`src/rtl/multi_edge_debouncer_pkg.sv`:
```
// Shared types and default timing for the multi-channel debouncer.
// Default constants assume a 100 MHz system clock.
package multi_edge_debouncer_pkg;

  typedef enum logic [1:0] {
    IDLE   = 2'd0,
    DELAY  = 2'd1,
    REPEAT = 2'd2
  } rpt_state_e;

  localparam int SYS_CLK_HZ                   = 100_000_000;
  localparam int DEFAULT_DEBOUNCE_CYCLES      = SYS_CLK_HZ / 200;  // 5 ms
  localparam int DEFAULT_REPEAT_DELAY_CYCLES  = SYS_CLK_HZ / 2;    // 500 ms
  localparam int DEFAULT_REPEAT_PERIOD_CYCLES = SYS_CLK_HZ / 10;   // 100 ms

  // Repeat counter width; floored at 1 so a 1-cycle delay/period still has a counter bit.
  function automatic int rpt_cnt_width(input int delay_cycles, input int period_cycles);
    int longest;
    int w;
    longest = (delay_cycles > period_cycles) ? delay_cycles : period_cycles;
    w = $clog2(longest);
    return (w < 1) ? 1 : w;
  endfunction

endpackage

```
`src/rtl/multi_edge_debouncer_debounce_channel.sv`:
```
// One debounced channel: two-flop synchroniser, debounce counter, auto-repeat FSM.
// Repeat FSM state is exported on rpt_state for observation.
module debounce_channel
  import multi_edge_debouncer_pkg::*;
#(
  parameter int DEBOUNCE_CYCLES      = DEFAULT_DEBOUNCE_CYCLES,
  parameter int REPEAT_EN            = 0,
  parameter int REPEAT_DELAY_CYCLES  = DEFAULT_REPEAT_DELAY_CYCLES,
  parameter int REPEAT_PERIOD_CYCLES = DEFAULT_REPEAT_PERIOD_CYCLES
) (
  input  logic       clk,
  input  logic       rst_n,
  input  logic       pin,
  output logic       level,
  output logic       rise,
  output logic       fall,
  output logic       rpt,
  output rpt_state_e rpt_state
);

  localparam int DB_W = $clog2(DEBOUNCE_CYCLES + 1);
  localparam int RC_W = rpt_cnt_width(REPEAT_DELAY_CYCLES, REPEAT_PERIOD_CYCLES);
  localparam logic [DB_W-1:0] DB_LAST     = DB_W'(DEBOUNCE_CYCLES - 1);
  localparam logic [RC_W-1:0] DELAY_LOAD  = RC_W'(REPEAT_DELAY_CYCLES - 1);
  localparam logic [RC_W-1:0] PERIOD_LOAD = RC_W'(REPEAT_PERIOD_CYCLES - 1);
  localparam bit              RPT_ON      = (REPEAT_EN != 0);

  logic            sync1_q, sync1_d;
  logic            sync2_q, sync2_d;
  logic [DB_W-1:0] db_cnt_q, db_cnt_d;
  logic            level_q, level_d;
  logic            rise_q, rise_d;
  logic            fall_q, fall_d;
  logic            rpt_q, rpt_d;
  logic [RC_W-1:0] rc_q, rc_d;
  rpt_state_e      state_q, state_d;

  always_comb begin
    sync1_d  = pin;
    sync2_d  = sync1_q;
    db_cnt_d = '0;
    level_d  = level_q;
    rise_d   = 1'b0;
    fall_d   = 1'b0;
    state_d  = state_q;
    rc_d     = rc_q;
    rpt_d    = 1'b0;

    // The counter holds mismatches seen so far; the DEBOUNCE_CYCLES-th one flips level.
    if (sync2_q != level_q) begin
      if (db_cnt_q == DB_LAST) begin
        level_d = ~level_q;
        rise_d  = ~level_q;
        fall_d  = level_q;
      end else begin
        db_cnt_d = db_cnt_q + DB_W'(1);
      end
    end

    // Keyed off the next level so a fall cycle can never also carry a repeat pulse.
    if (!level_d || !RPT_ON) begin
      state_d = IDLE;
      rc_d    = '0;
    end else begin
      case (state_q)
        IDLE: begin
          if (rise_d) begin
            state_d = DELAY;
            rc_d    = DELAY_LOAD;
          end
        end
        DELAY, REPEAT: begin
          if (rc_q == '0) begin
            state_d = REPEAT;
            rpt_d   = 1'b1;
            rc_d    = PERIOD_LOAD;
          end else begin
            rc_d = rc_q - RC_W'(1);
          end
        end
        default: begin
          state_d = IDLE;
          rc_d    = '0;
        end
      endcase
    end
  end

  always_ff @(posedge clk or negedge rst_n) begin
    if (!rst_n) begin
      sync1_q  <= 1'b0;
      sync2_q  <= 1'b0;
      db_cnt_q <= '0;
      level_q  <= 1'b0;
      rise_q   <= 1'b0;
      fall_q   <= 1'b0;
      rpt_q    <= 1'b0;
      rc_q     <= '0;
      state_q  <= IDLE;
    end else begin
      sync1_q  <= sync1_d;
      sync2_q  <= sync2_d;
      db_cnt_q <= db_cnt_d;
      level_q  <= level_d;
      rise_q   <= rise_d;
      fall_q   <= fall_d;
      rpt_q    <= rpt_d;
      rc_q     <= rc_d;
      state_q  <= state_d;
    end
  end

  assign level     = level_q;
  assign rise      = rise_q;
  assign fall      = fall_q;
  assign rpt       = rpt_q;
  assign rpt_state = state_q;

endmodule

```
`src/rtl/multi_edge_debouncer.sv`:
```
// Multi-channel pin debouncer with edge pulses and optional auto-repeat.
// Each channel is independent; per-channel repeat state is packed into dbg_rpt_state.
module multi_edge_debouncer
  import multi_edge_debouncer_pkg::*;
#(
  parameter int CHANNELS             = 4,
  parameter int DEBOUNCE_CYCLES      = DEFAULT_DEBOUNCE_CYCLES,
  parameter int REPEAT_EN            = 0,
  parameter int REPEAT_DELAY_CYCLES  = DEFAULT_REPEAT_DELAY_CYCLES,
  parameter int REPEAT_PERIOD_CYCLES = DEFAULT_REPEAT_PERIOD_CYCLES
) (
  input  logic                  clk,
  input  logic                  rst_n,
  input  logic [CHANNELS-1:0]   pin,
  output logic [CHANNELS-1:0]   level,
  output logic [CHANNELS-1:0]   rise,
  output logic [CHANNELS-1:0]   fall,
  output logic [CHANNELS-1:0]   rpt,
  output logic [2*CHANNELS-1:0] dbg_rpt_state
);

  for (genvar i = 0; i < CHANNELS; i++) begin : g_ch
    rpt_state_e ch_state;

    debounce_channel #(
      .DEBOUNCE_CYCLES      (DEBOUNCE_CYCLES),
      .REPEAT_EN            (REPEAT_EN),
      .REPEAT_DELAY_CYCLES  (REPEAT_DELAY_CYCLES),
      .REPEAT_PERIOD_CYCLES (REPEAT_PERIOD_CYCLES)
    ) u_ch (
      .clk       (clk),
      .rst_n     (rst_n),
      .pin       (pin[i]),
      .level     (level[i]),
      .rise      (rise[i]),
      .fall      (fall[i]),
      .rpt       (rpt[i]),
      .rpt_state (ch_state)
    );

    assign dbg_rpt_state[2*i +: 2] = ch_state;
  end

endmodule

```
`config.mk`:
```
export PLATFORM = sky130hd
export DESIGN_NAME = multi_edge_debouncer
export DESIGN_NICKNAME = d
export VERILOG_FILES = /design/src/rtl/multi_edge_debouncer_pkg.sv /design/src/rtl/multi_edge_debouncer_debounce_channel.sv /design/src/rtl/multi_edge_debouncer.sv
export SDC_FILE = /design/constraint.sdc
export NUM_CORES = 1
export LEC_CHECK = 0
export ABC_AREA = 1
export CAP_MARGIN = 20
export CORE_MARGIN = 8
export CORE_UTILIZATION = 55
export CTS_BUF_LIST = sky130_fd_sc_hd__clkbuf_4 sky130_fd_sc_hd__clkbuf_8
export CTS_CLUSTER_SIZE = 30
export DETAILED_ROUTE_END_ITERATION = 7
export GPL_TIMING_DRIVEN = 1
export PLACE_DENSITY = 0.81
export SYNTH_ARGS = -nofsm -noshare
export SYNTH_HDL_FRONTEND = slang
export SYNTH_SLANG_ARGS = --single-unit
```
`constraint.sdc`:
```
create_clock -name clk -period 1.62 [get_ports clk]
set_input_delay 0.324 -clock clk [delete_from_list [all_inputs] [get_ports clk]]
set_output_delay 0.324 -clock clk [all_outputs]
set_load 0.005 [all_outputs]
```
==> impl_summary.txt, run 1 <==
----------------------------------------------------
[Clock network]
  # H-tree levels ... 3
  Maximum number of buffers from clock root to sink ... 2
  Clock sink count ... 96
  Number of buffers added by the clock tree synthesis step ... 9
  Root Buffer ... sky130_fd_sc_hd__clkbuf_8
  Worst-skew pair later-pin latency ... roughly 0.36 ns
  CTS tree ... done
  Clock-pin slew reported for the worst setup and hold paths after clock tree synthesis ... 0.09 ns

[STA]
  Number of failing hold endpoints at the final stage ... 0
  Portion of the clock cycle consumed by the worst path in the final layout ... 96.5%
  RSZ-0062 raised after global routing ... no
  Max Slew Vio Count ... 0
  Crit path setup slack, layout ... roughly 0.057 ns
  Summed negative setup slack over all endpoints ... 0 ns
  Number of failing setup endpoints in the final timing report ... 0
  WHS ... 0.363 ns
  Final period demand of the worst path ... 1.56 ns
  Upper clock frequency limit ... 640 MHz
  Worst setup skew after layout ... 0.0180 ns

[Critical path]
  Crit Path Max Fanout ... 3
  Stage delay of the slowest cell on the critical path ... 0.51 ns
  Arr. time, crit path ... 1.24 ns
  Cell type group with the largest total delay on the critical path ... buffers and inverters
  Worst r2r src ... g_ch[2].u_ch.db_cnt_q[0]
  Worst Setup Start Kind ... flop
  Crit-path cells ... clkdlybuf4s50_1
  Critical R2R Capture ... g_ch[2].u_ch.db_cnt_q[5]
  Worst reg2reg setup slack ... roughly 0.14 ns
  Critical-path cell with the highest stage delay ... sky130_fd_sc_hd__clkdlybuf4s50_1
  Capturing element type of the critical path ... primary output
  Critical Path RT ... 1.30 ns
  Critical setup path kind ... flop to primary output
  R2R cell count ... 8
  Count of buffer and inverter cells on the critical path ... 1

[Placement]
  Routability-driven placement congestion ratio ... approximately 0.95
  Post-placement setup slack ... 0.167 ns
  Number of cells after detailed placement ... roughly 840
  HPWL after DPL ... 8.22 mm
  Number of buffer cells added on primary ports ... 17

[Global routing]
  Wire length of the first global-routing pass ... roughly 19 mm
  Total congestion overflow after global routing ... 0
  Pin count of the biggest net entering global routing ... 32
  Total routing resource utilization after global routing ... 17.9%
  Vias in the first global route ... between 4,000 and 5,000
  Number of antenna violations at the first check in global routing ... 0

[Synthesis]
  Top post-synthesis cells by area ... sky130_fd_sc_hd__dfrtp_1 45%, sky130_fd_sc_hd__nor2_1 14%, sky130_fd_sc_hd__nand2_1 8.9%, sky130_fd_sc_hd__inv_1 5.2%, sky130_fd_sc_hd__nand3_1 4.5%
  Count of mapped cells out of synthesis ... slightly above 700
  Flip-flop and latch count after synthesis ... between 90 and 100
  Yosys warning total ... 0
  Synthesized area ... between 0.005 and 0.006 mm2
  Largest area contributor in the netlist ... sky130_fd_sc_hd__dfrtp_1
  Post-synthesis area per instance ... 7.50 um2
  Sequential-to-total area share from yosys stat ... 45.5%
  Fraction of post-synthesis cell area in the top cell type by area ... around 45%
  Number of distinct standard cells referenced by the synthesized netlist ... 28

[Floorplanning]
  Die outline width ... 114 um
  Row count ... 35
  I/O Pins ... 30
  Overall die area ... 0.0130 mm2
  Core area ... 0.00928 mm2
  Starting utilization of the core area ... 56.9%
  Chip Height ... 114 um

[Pwr]
  Max IR drop VDD ... 0.379 mV
  Switching power as a share of total power ... 23.4%
  Reported leakage power ... 0.00249 uW
  Cell-internal power ... roughly 3200 uW
  PwrDens ... 716 mW/mm2
  Clock network fraction of total power ... 36.4%
  Relative contribution of combinational cells to total power ... 4.4%
  Relative contribution of sequential cells to total power ... roughly three fifths
  Net Sw Power ... 972 uW

[Finish]
  Inserted Diodes ... 0
  Number of nets in the finished design ... 741
  Filler-free cell count of the finished design ... 865
  FILL cells ... 800
  Most common cell after layout, fill and taps aside ... sky130_fd_sc_hd__nor2_1
  Fraction of layout cells with a size suffix above 1 ... 9.38%
  Area growth, synth to finish ... 9.64%
  Commonest cells after routing, fill and taps aside ... 197 x sky130_fd_sc_hd__nor2_1, 125 x sky130_fd_sc_hd__nand2_1, 96 x sky130_fd_sc_hd__dfrtp_1
  Final standard cell utilization of the core ... 62.4%

[Hold path]
  Worst Hold End ... g_ch[3].u_ch.sync2_q
  Hold Path Cell Cnt ... 0
  Type of the worst min-delay path ... flop to flop
  HP Start ... g_ch[3].u_ch.sync1_q

[Detailed routing]
  Iteration-0 DRC count of the detailed router ... 305
  Wire per inst ... 12.6 um
  Remaining routing DRC violations ... 0
  Residual antenna-violating net count after detailed routing ... 0
  Total via count in the routed design ... 4,375
  Drt total wl ... ~11 mm
  First-pass DRT Iterations ... 5
  Vias per cell ... 5.06

[Status]
  Outcome ... completed

[Job]
  Max cap viols ... 0

----------------------------------------------------
-- layout make-up --
cell class	instances	area, um2	share of cell area (%)
well taps	129	161	2.79
clock inverters	3	25.0	0.432
inverters	74	278	4.80
clock buffers	13	166	2.87
flip-flops and latches	96	2400	41.5
multi-input cells	519	2460	42.4
repair buffers	31	300	5.19
-- repair_timing --
action	CTS	global route
setup buffers	2	3
hold buffers	1	0
gates resized for setup	0	1
setup endpoints to repair	2	3
hold endpoints to repair	27	0
-- cells by family (layout without fill, tap and decap cells) --
logic type,after synthesis,count (layout),synth area share [%]
simple gates,440,440,36.0
compound gates,29,29,2.96
flops,96,96,45.5
xor+xnor,34,34,5.64
buf+inv,100,121,8.86
other cells,1,12,0.0710
fa+ha+maj,4,4,0.948
-- cell usage after synthesis, drive strengths merged --
cell      n
xnor2    18
inv      74
conb      1
ha        4
nor2    219
o21bai    3
xor2     16
buf      26
dfrtp    96
nand4     7
nand2   137
nor3     16
a21oi    16
nand3    50
o21ai    10
and3      1
nand3b    2
and2      4
nor3b     4
-- flip-flops by register name, indices dropped and copies added (netlist names) --
name                count
g_ch.u_ch.fall          4
g_ch.u_ch.sync1_q       4
g_ch.u_ch.level         4
g_ch.u_ch.rise          4
g_ch.u_ch.db_cnt_q     76
g_ch.u_ch.sync2_q       4
-- routing by layer --
metal | part of all wire, % | global-route usage, % | up-vias
met3 | 4.8 | 3.22 | 16
met1 | 44 | 22.2 | 2045
met5 | 0 | 0 | -
met4 | 1.4 | 6.21 | 0
met2 | 49 | 30.6 | 123
li1 | - | - | 2191
-- stage by stage --
stage / cell area (um2) / total power (uW)
2_1_floorplan: 5320 / 2590
3_3_place_gp: 5550 / 2680
3_5_place_dp: 5550 / 2690
4_1_cts: 5760 / 4210
5_1_grt: 5790 / 4320
6_report: 5790 / 4150
-- worst max-delay path by stage --
stage / startpoint / to / cells after the start
floorplan: g_ch[2].u_ch.db_cnt_q[0] / g_ch[2].u_ch.db_cnt_q[17] / 8
finish: g_ch[3].u_ch.level / level[3] / 1
global route: g_ch[3].u_ch.level / level[3] / 1
global placement: g_ch[2].u_ch.db_cnt_q[0] / g_ch[2].u_ch.db_cnt_q[0] / 8
detailed placement: g_ch[2].u_ch.db_cnt_q[0] / g_ch[2].u_ch.db_cnt_q[5] / 8
CTS: g_ch[0].u_ch.level / level[0] / 1
-- power groups by stage --
stage               combinational (uW)  clock [uW]  sequential [uW]
global placement                   180           0             2500
finish                             184        1510             2450
global route                       212        1660             2460
CTS                                188        1570             2450
floorplan                          101           0             2490
detailed placement                 185           0             2500
Power figures use the tool's default switching activity.
==> run 2, diff against run 1 <==
Settings changed: CELL_PAD_IN_SITES_DETAIL_PLACEMENT set to 1, CELL_PAD_IN_SITES_GLOBAL_PLACEMENT set to 1, CORE_UTILIZATION 55 to 46, PLACE_DENSITY 0.81 to 0.89.
==> run 2 against run 1 <==
Compared with the run above: hold slack worse by 0.056 ns; routed wire length is 23% higher; clock skew is 0.013 ns lower; register-to-register slack worse by 0.03 ns; clock power hardly changed; sequential cell count stayed put; worst setup slack worse by 0.020 ns; via count is 3.6% higher.
==> impl_summary.txt, run 2 (synthesis gave the netlist of run 1 again) <==
----------------------------------------------------
[STA]
  Number of failing hold endpoints at the final stage ... 0 (unchanged)
  Max Slew Vio Count ... 0 (unchanged)
  Crit path setup slack, layout ... 0.0364 ns (was 0.0565 ns)
  Summed negative setup slack over all endpoints ... 0 ns (unchanged)
  Upper clock frequency limit ... 631 MHz (was 640 MHz)
  Portion of the clock cycle consumed by the worst path in the final layout ... 97.8% (was 96.5%)
  RSZ-0062 raised after global routing ... no (unchanged)
  Worst setup skew after layout ... 0.00474 ns (was 0.0180 ns)
  Final period demand of the worst path ... 1.58 ns (was 1.56 ns)
  Max-slew headroom ... 64.6%
  Worst Tran Pin Value ... 0.531 ns
  Number of failing setup endpoints in the final timing report ... 0 (unchanged)
  WHS ... 0.307 ns (was 0.363 ns)

[Detailed routing]
  Wire per inst ... 15.3 um (was 12.6 um)
  Residual antenna-violating net count after detailed routing ... 0 (unchanged)
  Iteration-0 DRC count of the detailed router ... 267 (was 305)
  First-pass DRT Iterations ... 4 (was 5)
  Drt total wl ... 13.5 mm (was 10.9 mm)
  Remaining routing DRC violations ... 0 (unchanged)
  Total via count in the routed design ... 4,534 (was 4,375)
  Vias per cell ... 5.16 (was 5.06)

[Critical path]
  Arr. time, crit path ... 1.26 ns (was 1.24 ns)
  Crit Path Max Fanout ... 1 (was 3)
  Count of buffer and inverter cells on the critical path ... 1 (unchanged)
  Crit-path cells ... clkdlybuf4s50_1 (unchanged)
  Cell type group with the largest total delay on the critical path ... buffers and inverters (unchanged)
  Critical Path RT ... 1.30 ns (about the same)
  Critical-path cell with the highest stage delay ... sky130_fd_sc_hd__clkdlybuf4s50_1 (unchanged)
  Critical setup path kind ... flop to primary output (unchanged)
  Worst Setup Start Kind ... flop (unchanged)
  Capturing element type of the critical path ... primary output (unchanged)
  Stage delay of the slowest cell on the critical path ... 0.52 ns (was 0.51 ns)

[Floorplanning]
  I/O Pins ... 30 (unchanged)
  Chip Height ... 123 um (was 114 um)
  Core area ... 0.0113 mm2 (was 0.00928 mm2)
  Row count ... 39 (was 35)
  Die outline width ... 123 um (was 114 um)
  Overall die area ... 0.0152 mm2 (was 0.0130 mm2)
  Starting utilization of the core area ... 46.6% (was 56.9%)

[Finish]
  FILL cells ... 1,448 (was 800)
  Number of nets in the finished design ... 743 (was 741)
  Final standard cell utilization of the core ... 51.3% (was 62.4%)
  Most common cell after layout, fill and taps aside ... sky130_fd_sc_hd__nor2_1 (unchanged)
  Flip-flop count of the largest register, all copies and words added ... 76 (unchanged)
  Register cell area after layout ... 0.00240 mm2 (about the same)
  Area of combinational cells with multiple inputs ... 0.00247 mm2 (was 0.00246 mm2)
  Area growth, synth to finish ... 10.1% (was 9.64%)
  Commonest cells after routing, fill and taps aside ... 195 x sky130_fd_sc_hd__nor2_1, 124 x sky130_fd_sc_hd__nand2_1, 95 x sky130_fd_sc_hd__dfrtp_1 (was 197 x sky130_fd_sc_hd__nor2_1, 125 x sky130_fd_sc_hd__nand2_1, 96 x sky130_fd_sc_hd__dfrtp_1)
  Inserted Diodes ... 0 (unchanged)
  Fraction of layout cells with a size suffix above 1 ... 9.92% (was 9.38%)
  Filler-free cell count of the finished design ... 879 (was 865)
  Register with the most flip-flops ... g_ch.u_ch.db_cnt_q (unchanged)

[Hold path]
  Type of the worst min-delay path ... primary input to async pin (was flop to flop)

[Placement]
  HPWL after DPL ... 10.2 mm (was 8.22 mm)
  Routability-driven placement congestion ratio ... 0.891 (was 0.945)
  Number of cells after detailed placement ... 856 (was 843)
  Number of buffer cells added on primary ports ... 17 (unchanged)
  Post-placement setup slack ... 0.0713 ns (was 0.167 ns)

[Clock network]
  CTS tree ... done (unchanged)
  # H-tree levels ... 3 (unchanged)
  Maximum number of buffers from clock root to sink ... 2 (unchanged)
  Number of buffers added by the clock tree synthesis step ... 9 (unchanged)
  Clock sink count ... 96 (unchanged)
  Worst-skew pair later-pin latency ... 0.36 ns (about the same)
  Root Buffer ... sky130_fd_sc_hd__clkbuf_8 (unchanged)
  Clock-pin slew reported for the worst setup and hold paths after clock tree synthesis ... 0.08 ns (was 0.09 ns)

[Pwr]
  Reported leakage power ... 0.00251 uW (was 0.00249 uW)
  Max IR drop VDD ... 0.377 mV (was 0.379 mV)
  PwrDens ... 716 mW/mm2 (about the same)

[Global routing]
  Met2 demand-to-capacity share in global routing ... 34.2% (was 30.6%)
  Wire length of the first global-routing pass ... 23.3 mm (was 19.2 mm)
  Met1 track demand over resource ... 22.9% (was 22.2%)
  Pin count of the biggest net entering global routing ... 93 (was 32)
  Global-route track usage on met3 ... 2.92% (was 3.22%)
  Vias in the first global route ... 5,020 (was 4,300)
  Number of antenna violations at the first check in global routing ... 0 (unchanged)
  Total congestion overflow after global routing ... 0 (unchanged)
  Busiest layer in global routing ... met2 (unchanged)
  Total routing resource utilization after global routing ... 19.2% (was 17.9%)

[Status]
  Outcome ... completed (unchanged)

[Job]
  Max cap viols ... 0 (unchanged)

----------------------------------------------------
## run 2: timing repair
action | in CTS | in global routing
pin swaps | 0 | 1
hold endpoints to repair | 4 | 0
buffers inserted | 4 | 4
hold buffers | 1 | 0
gates resized for setup | 0 | 8
setup endpoints to repair | 4 | 25
## run 2: metal layers
layer | up-vias | wire (um)
met4 | 0 | 318
met3 | 26 | 366
met1 | 2238 | 5860
met5 | - | 0
met2 | 65 | 6920
li1 | 2205 | -
## run 2: final timing paths
| kind | from | end | slack [ns] | cells after the start |
|---|---|---|---|---|
| max in group asynchronous | rst_n | g_ch[1].u_ch.rise | 0.60 | 3 |
| worst max-delay path | g_ch[1].u_ch.rise | rise[1] | 0.04 | 1 |
| worst max register to register | g_ch[1].u_ch.db_cnt_q[7] | g_ch[1].u_ch.rise | 0.11 | 5 |
| worst min register to register | g_ch[2].u_ch.sync1_q | g_ch[2].u_ch.sync2_q | 0.36 | 0 |
| min in group clk | g_ch[2].u_ch.sync1_q | g_ch[2].u_ch.sync2_q | 0.36 | 0 |
| worst min-delay path | rst_n | g_ch[1].u_ch.db_cnt_q[12] | 0.31 | 2 |
## run 2: power breakdown
group / switching (uW) / internal (uW)
Clock: 814 / 705
Combinational: 131 / 57.5
Sequential: 24.6 / 2430
## run 2: area by class of cell
class                   count  area share (%)
multi-input cells         519            42.4
repair buffers             33            5.25
well taps                 143            3.08
inverters                  74            4.78
flip-flops and latches     96            41.4
clock buffers              14            3.10
## run 2: stage by stage
step | power, uW | cell area, um2
after floorplan | 2590 | 5320
after global placement | 2670 | 5540
after detailed placement | 2680 | 5540
after CTS | 4190 | 5760
after global routing | 4330 | 5810
final | 4160 | 5810
==> run 3, diff against run 2 <==
Settings changed: CTS_CLUSTER_DIAMETER set to 150.
==> results of run 3 <==
Same layout as run 2: the final DEF is identical, and so are final timing and power.
